File: src/rtl/alu_op_sequencer.sv
// alu_op_sequencer: holds one ALU request, waits for the ALU path to settle,
// captures Z into HI/LO and hands the result off over a valid/ready handshake.
module alu_op_sequencer #(
    parameter int ALU_CYCLES    = 1,
    parameter int MULDIV_CYCLES = 4
) (
    input  logic        clock,
    input  logic        clear,
    input  logic        req_valid,
    output logic        req_ready,
    input  logic [4:0]  req_opcode,
    input  logic [31:0] req_a,
    input  logic [31:0] req_b,
    output logic [4:0]  alu_opcode,
    output logic [31:0] alu_A,
    output logic [31:0] alu_B,
    input  logic [63:0] alu_Z,
    output logic        rsp_valid,
    input  logic        rsp_ready,
    output logic [31:0] rsp_hi,
    output logic [31:0] rsp_lo,
    output logic        rsp_err,
    output logic        busy,
    output logic [15:0] op_count
);
    typedef enum logic [1:0] {IDLE = 2'd0, EXEC = 2'd1, DONE = 2'd2} state_t;

    localparam logic [3:0] C_ALU = 4'(ALU_CYCLES - 1);
    localparam logic [3:0] C_MD  = 4'(MULDIV_CYCLES - 1);

    state_t      r_state, w_state_nxt;
    logic [3:0]  r_cnt, w_cnt_nxt;
    logic [4:0]  r_opcode;
    logic [31:0] r_a, r_b, r_hi, r_lo;
    logic        r_err;
    logic [15:0] r_count;
    logic        w_accept, w_capture, w_ack, w_legal, w_muldiv;

    function automatic logic is_legal(input logic [4:0] op);
        return (op >= 5'd3 && op <= 5'd11) || (op >= 5'd15 && op <= 5'd18);
    endfunction

    function automatic logic is_muldiv(input logic [4:0] op);
        return op == 5'b01111 || op == 5'b10000;
    endfunction

    assign w_accept   = r_state == IDLE && req_valid;
    assign w_capture  = r_state == EXEC && r_cnt == 4'd0;
    assign w_ack      = r_state == DONE && rsp_ready;
    assign w_legal    = is_legal(r_opcode);
    assign w_muldiv   = is_muldiv(r_opcode);
    assign req_ready  = r_state == IDLE;
    assign rsp_valid  = r_state == DONE;
    assign busy       = r_state != IDLE;
    assign alu_opcode = r_opcode;
    assign alu_A      = r_a;
    assign alu_B      = r_b;
    assign rsp_hi     = r_hi;
    assign rsp_lo     = r_lo;
    assign rsp_err    = r_err;
    assign op_count   = r_count;

    // Illegal opcodes take one pass through EXEC with a zero count so their
    // response appears after the same single edge as a one-cycle op.
    always_comb begin
        w_state_nxt = IDLE;
        w_cnt_nxt   = r_cnt;
        case (r_state)
            IDLE: begin
                w_state_nxt = req_valid ? EXEC : IDLE;
                if (req_valid)
                    w_cnt_nxt = !is_legal(req_opcode) ? 4'd0 :
                                is_muldiv(req_opcode) ? C_MD : C_ALU;
            end
            EXEC: begin
                w_state_nxt = r_cnt == 4'd0 ? DONE : EXEC;
                w_cnt_nxt   = r_cnt == 4'd0 ? 4'd0 : r_cnt - 4'd1;
            end
            DONE:    w_state_nxt = rsp_ready ? IDLE : DONE;
            default: w_state_nxt = IDLE;
        endcase
    end

    always_ff @(posedge clock) begin
        if (clear) begin
            r_state  <= IDLE;
            r_cnt    <= 4'd0;
            r_opcode <= 5'd0;
            r_a      <= 32'd0;
            r_b      <= 32'd0;
            r_hi     <= 32'd0;
            r_lo     <= 32'd0;
            r_err    <= 1'b0;
            r_count  <= 16'd0;
        end else begin
            r_state <= w_state_nxt;
            r_cnt   <= w_cnt_nxt;
            if (w_accept) begin
                r_opcode <= req_opcode;
                r_a      <= req_a;
                r_b      <= req_b;
            end
            // The upper Z word is only meaningful for MUL/DIV.
            if (w_capture) begin
                r_err <= !w_legal;
                r_hi  <= (w_legal && w_muldiv) ? alu_Z[63:32] : 32'd0;
                r_lo  <= w_legal ? alu_Z[31:0] : 32'd0;
            end
            if (w_ack)
                r_count <= r_count + 16'd1;
        end
    end
endmodule
File: config.mk
export PLATFORM = sky130hd
export DESIGN_NAME = alu_op_sequencer
export DESIGN_NICKNAME = d
export VERILOG_FILES = /design/src/rtl/alu_op_sequencer.sv
export SDC_FILE = /design/constraint.sdc
export NUM_CORES = 1
export LEC_CHECK = 0
export ABC_CLOCK_PERIOD_IN_PS = 2150
export CAP_MARGIN = 0
export CORE_MARGIN = 8
export CORE_UTILIZATION = 25
export CTS_BUF_LIST = sky130_fd_sc_hd__clkbuf_2 sky130_fd_sc_hd__clkbuf_4 sky130_fd_sc_hd__clkbuf_8
export DETAILED_ROUTE_END_ITERATION = 8
export HOLD_SLACK_MARGIN = 0.06
export SLEW_MARGIN = 20
export SYNTH_ARGS = -nofsm -noshare
export SYNTH_HDL_FRONTEND = slang
export SYNTH_SLANG_ARGS = --single-unit
File: constraint.sdc
create_clock -name clock -period 2.15 [get_ports clock]
set_input_delay 0.3225 -clock clock [delete_from_list [all_inputs] [get_ports clock]]
set_output_delay 0.3225 -clock clock [all_outputs]
set_load 0.005 [all_outputs]
==> impl_table.tex <==
\begin{tabular}{lr}
\hline
Metric & Value \\
\hline
\multicolumn{2}{l}{\textbf{Hold path}} \\
Hold crit path type & in -> reg \\
Start point of the worst min-delay path & req\_a[5] \\
\multicolumn{2}{l}{\textbf{Floorplan}} \\
Horizontal die dimension & around 170 microns \\
Die area & $\sim$28,000 sq um \\
\# IOs & 290 \\
Placeable Area & about 22,000 sq um \\
Initial core utilization & 25.1\% \\
Number of standard-cell rows in the floorplan & 55 \\
Y dimension of the die & approximately 170 microns \\
\multicolumn{2}{l}{\textbf{Placed design}} \\
Inst Count DP & 1,197 \\
Total placed instance area & 8850 sq um \\
Post-detailed-placement half-perimeter wirelength & approximately 14,000 microns \\
Final estimated routing congestion in global placement & around 0.75 \\
Post-place setup slack & approximately 0.14 ns \\
Count of port buffers added during placement & 289 \\
\multicolumn{2}{l}{\textbf{Timing}} \\
Final Worst Setup Slack & $\sim$0.15 ns \\
Final critical delay including setup and external delays & roughly 2.0 ns \\
Setup violations, final & 0 \\
Slew at the pin closest to its max-slew limit & a little under 0.8 ns \\
Fmax achieved & between 0.4 and 0.5 GHz \\
Final hold violation count & 0 \\
Worst-case clock skew & around 0.019 ns \\
TNS Setup & 0 ns \\
RSZ-0062 raised after global routing & no \\
Final worst path period share & around 93\% \\
Slew margin rel. & between 40\% and 50\% \\
Final number of max-transition violations & 0 \\
\multicolumn{2}{l}{\textbf{Yosys}} \\
Library cells used by synthesis & 41 \\
Area share of the largest cell type after synthesis & around 56\% \\
Number of synthesized flops with an enable pin & 0 \\
Leading post-synthesis cells by cell area & sky130\_fd\_sc\_hd\_\_dfxtp\_1 (56\%), sky130\_fd\_sc\_hd\_\_nand2\_1 (12\%), sky130\_fd\_sc\_hd\_\_a21oi\_1 (9.9\%) \\
Mean Syn Cell Area & $\sim$8.6 sq um \\
Cells after synthesis & about 650 \\
Total of warnings raised by yosys & 0 \\
Share of flip-flops with an asynchronous set or reset & 0\% \\
Number of flip-flops and latches in the synthesized netlist & 156 \\
Yosys top cell by area & sky130\_fd\_sc\_hd\_\_dfxtp\_1 \\
Flip-flop cell with the highest count after synthesis & sky130\_fd\_sc\_hd\_\_dfxtp\_1 \\
Cell area after synthesis & approximately 5600 sq um \\
Share of synthesized area occupied by flip-flops and latches & between 50\% and 60\% \\
Number of nets in the synthesized netlist & around 790 \\
\multicolumn{2}{l}{\textbf{Layout}} \\
Post-route design area & between 9000 and 10,000 sq um \\
Final Util & between 40\% and 50\% \\
Share of cells above drive strength 1 & between 6 and 7\% \\
Most common library cell in the layout ignoring fill and taps & sky130\_fd\_sc\_hd\_\_clkdlybuf4s50\_1 \\
Sequential cell area & roughly 3100 sq um \\
Leading cell types in the layout, fill and taps excluded & sky130\_fd\_sc\_hd\_\_clkdlybuf4s50\_1 (288), sky130\_fd\_sc\_hd\_\_nand2\_1 (180), sky130\_fd\_sc\_hd\_\_dfxtp\_1 (156) \\
Synth-to-Final Area Change & 64.6\% \\
Fillcell total & around 2,300 \\
Number of nets at the end of the flow & around 1,100 \\
Combined area of the multi-input logic cells & approximately 2300 sq um \\
Filler-free cell count of the finished design & 1,230 \\
N\_diodes & 0 \\
\multicolumn{2}{l}{\textbf{Setup path}} \\
First element of the critical path & r\_state[1]\$\_SDFF\_PP0\_ \\
Critical path cell sequence & buf\_4, nor2b\_2, clkdlybuf4s50\_1 \\
Slowest library cell on the worst path & sky130\_fd\_sc\_hd\_\_clkdlybuf4s50\_1 \\
Endpoint required time on the critical path & 1.83 ns \\
Worst r2r src & r\_cnt[0]\$\_SDFFE\_PP0P\_ \\
Gate family responsible for the most delay along the worst path & buffers and inverters \\
WS Path Type & reg -> out \\
Endpoint type of the worst setup path & output port \\
Critical path's largest stage delay & around 0.55 ns \\
Worst Path Arrival & 1.68 ns \\
Total buffers and inverters traversed by the critical path & 2 \\
Maximum net fanout on the critical path & 5 \\
Launching element type of the critical path & flop \\
\multicolumn{2}{l}{\textbf{Clock network}} \\
Root Buffer Master & sky130\_fd\_sc\_hd\_\_clkbuf\_8 \\
Deepest clock path buffer count & 2 \\
Level count of the clock H-tree & 4 \\
Post-CTS setup buffer count & 0 \\
Clock latency on the worst-skew pair & approximately 0.45 ns \\
TritonCTS clock tree & done \\
Num CTS Buffers & 17 \\
Number of clock sinks & $\sim$160 \\
Post-CTS clock slew at the launch and capture registers of the worst setup and hold paths & roughly 0.10 ns \\
\multicolumn{2}{l}{\textbf{Drt}} \\
Overall routed net length & between 20,000 and 25,000 microns \\
Post-route ant nets & 0 \\
Via count & about 5,500 \\
Routed wire length per instance & between 15 and 20 microns \\
Remaining routing DRC violations & 0 \\
Ratio of routed vias to standard cells & between 4 and 5 \\
First-pass iteration count of the detailed router & 4 \\
Number of design-rule violations left by the first detailed-router iteration & around 370 \\
\multicolumn{2}{l}{\textbf{Power and ir drop}} \\
Power density over the cells & 673 nW/um\^{}2 \\
Net switching power figure & $\sim$1.7 mW \\
Worst IR Drop VDD & around 0.32 mV \\
Sequential fraction of design power & 49.4\% \\
Leakage power total & about 3.3 nW \\
Clock network fraction of design power & between 30\% and 40\% \\
Power share of the combinational group & about 16\% \\
Sw frac & between 20\% and 30\% \\
Internal power consumption & between 4 and 5 mW \\
\multicolumn{2}{l}{\textbf{Global route}} \\
Global-route wire length before repair & around 32,000 microns \\
Initial antenna violation count & 0 \\
Leftover overflow at the end of global routing & 0 \\
GRT Resource Usage Total & between 10\% and 20\% \\
Pin count of the biggest net entering global routing & 73 \\
Number of global-route vias before repair & $\sim$5,400 \\
\multicolumn{2}{l}{\textbf{Run status}} \\
Outcome & finished clean \\
\multicolumn{2}{l}{\textbf{Flow run}} \\
Max\_cap viols & 0 \\
\hline
\end{tabular}
-- worst reg2reg max path, delay by kind of cell, from the launching register on --
family / cells / cell delay, ns
AND/OR/NAND/NOR: 2 / 1.06
flip-flops: 1 / 0.34
AO/OA/AOI/OAI: 2 / 0.33
buffers and inverters: 1 / 0.20
-- final timing paths --
kind,end,slack [ns],cells after the start
worst max register to register,rsp_lo[20]$_SDFFE_PP0P_,0.17,5
worst min register to register,rsp_hi[7]$_SDFFE_PP0P_,0.45,2
worst min-delay path,alu_A[5]$_SDFFE_PP0P_,0.41,3
worst max-delay path,rsp_valid,0.15,3
-- kinds of logic (layout without fill, tap and decap cells) --
| kind of cell | after synthesis | count (layout) | synth area share, % |
|---|---|---|---|
| muxes | 3 | 3 | 0.579 |
| AOI/OAI and AO/OA | 158 | 158 | 17.0 |
| buffers and inverters | 51 | 342 | 3.86 |
| adders and majority gates | 1 | 1 | 0.223 |
| DFF | 156 | 156 | 55.6 |
| xor gates and xnor gates | 9 | 9 | 1.40 |
| and+or+nand+nor | 276 | 276 | 21.3 |
-- cell type report --
class                           instances  area share [%]
Multi-Input combinational cell        447            24.8
Sequential cell                       156            33.8
Tap cell                              285            3.86
Clock buffer                           21            2.92
Timing Repair Buffer                  307            33.3
Clock inverter                         11            1.19
Inverter                                3           0.122
-- through the flow --
| stage | power (mW) | hold WS (ns) |
|---|---|---|
| floorplan | 3.47 | 0.448 |
| global placement | 4.12 | 0.438 |
| detailed placement | 4.12 | 0.445 |
| CTS | 6.35 | 0.363 |
| global route | 6.55 | 0.368 |
| finish | 6.22 | 0.406 |
-- sequential cells by signal (all words and copies together) (netlist names) --
name and flops:
alu_B 32, r_state 2, rsp_hi 32, alu_A 32, alu_opcode 5, r_cnt 4
rsp_lo 32, rsp_err 1, op_count 16
-- power by group through the flow --
stage	clock (mW)	sequential (mW)	combinational, mW
final	2.18	3.08	0.966
after global routing	2.40	3.09	1.06
after CTS	2.29	3.08	0.986
after detailed placement	0	3.14	0.978
after global placement	0	3.14	0.977
after floorplan	0	3.15	0.322
-- cells in the mapped netlist (2+ instances only) --
cell and count:
sky130_fd_sc_hd__a31o_2 2, sky130_fd_sc_hd__nand2b_1 5, sky130_fd_sc_hd__buf_6 3, sky130_fd_sc_hd__clkbuf_1 43, sky130_fd_sc_hd__buf_2 2, sky130_fd_sc_hd__or3_1 3, sky130_fd_sc_hd__a21oi_1 111, sky130_fd_sc_hd__nor4_1 5
sky130_fd_sc_hd__nand4_1 3, sky130_fd_sc_hd__dfxtp_1 156, sky130_fd_sc_hd__inv_1 3, sky130_fd_sc_hd__nand2_1 181, sky130_fd_sc_hd__a22o_1 33, sky130_fd_sc_hd__nor3_1 4, sky130_fd_sc_hd__nand3_1 38, sky130_fd_sc_hd__nor2b_1 6
sky130_fd_sc_hd__xor2_1 2, sky130_fd_sc_hd__xnor2_1 7, sky130_fd_sc_hd__nor2_1 21, sky130_fd_sc_hd__mux2_2 2, sky130_fd_sc_hd__o21ai_0 4
-- per-layer routing --
| metal | wire [microns] | vias up | global-route usage, % |
|---|---|---|---|
| met3 | 2280 | 7 | 8.25 |
| met4 | 129 | 0 | 2.96 |
| met1 | 8560 | 2537 | 16.5 |
| met2 | 9180 | 230 | 22.7 |
| li1 | - | 2768 | - |
| met5 | 0 | - | 0 |
-- what timing repair did --
item | 4_1_cts | 5_1_grt
endpoints found under the setup margin | 1 | 1
endpoints found under the hold margin | 1 | 0
hold buffers | 1 | 0
gates resized for setup | 1 | 1
No activity file was read; power rests on OpenSTA's default activity.
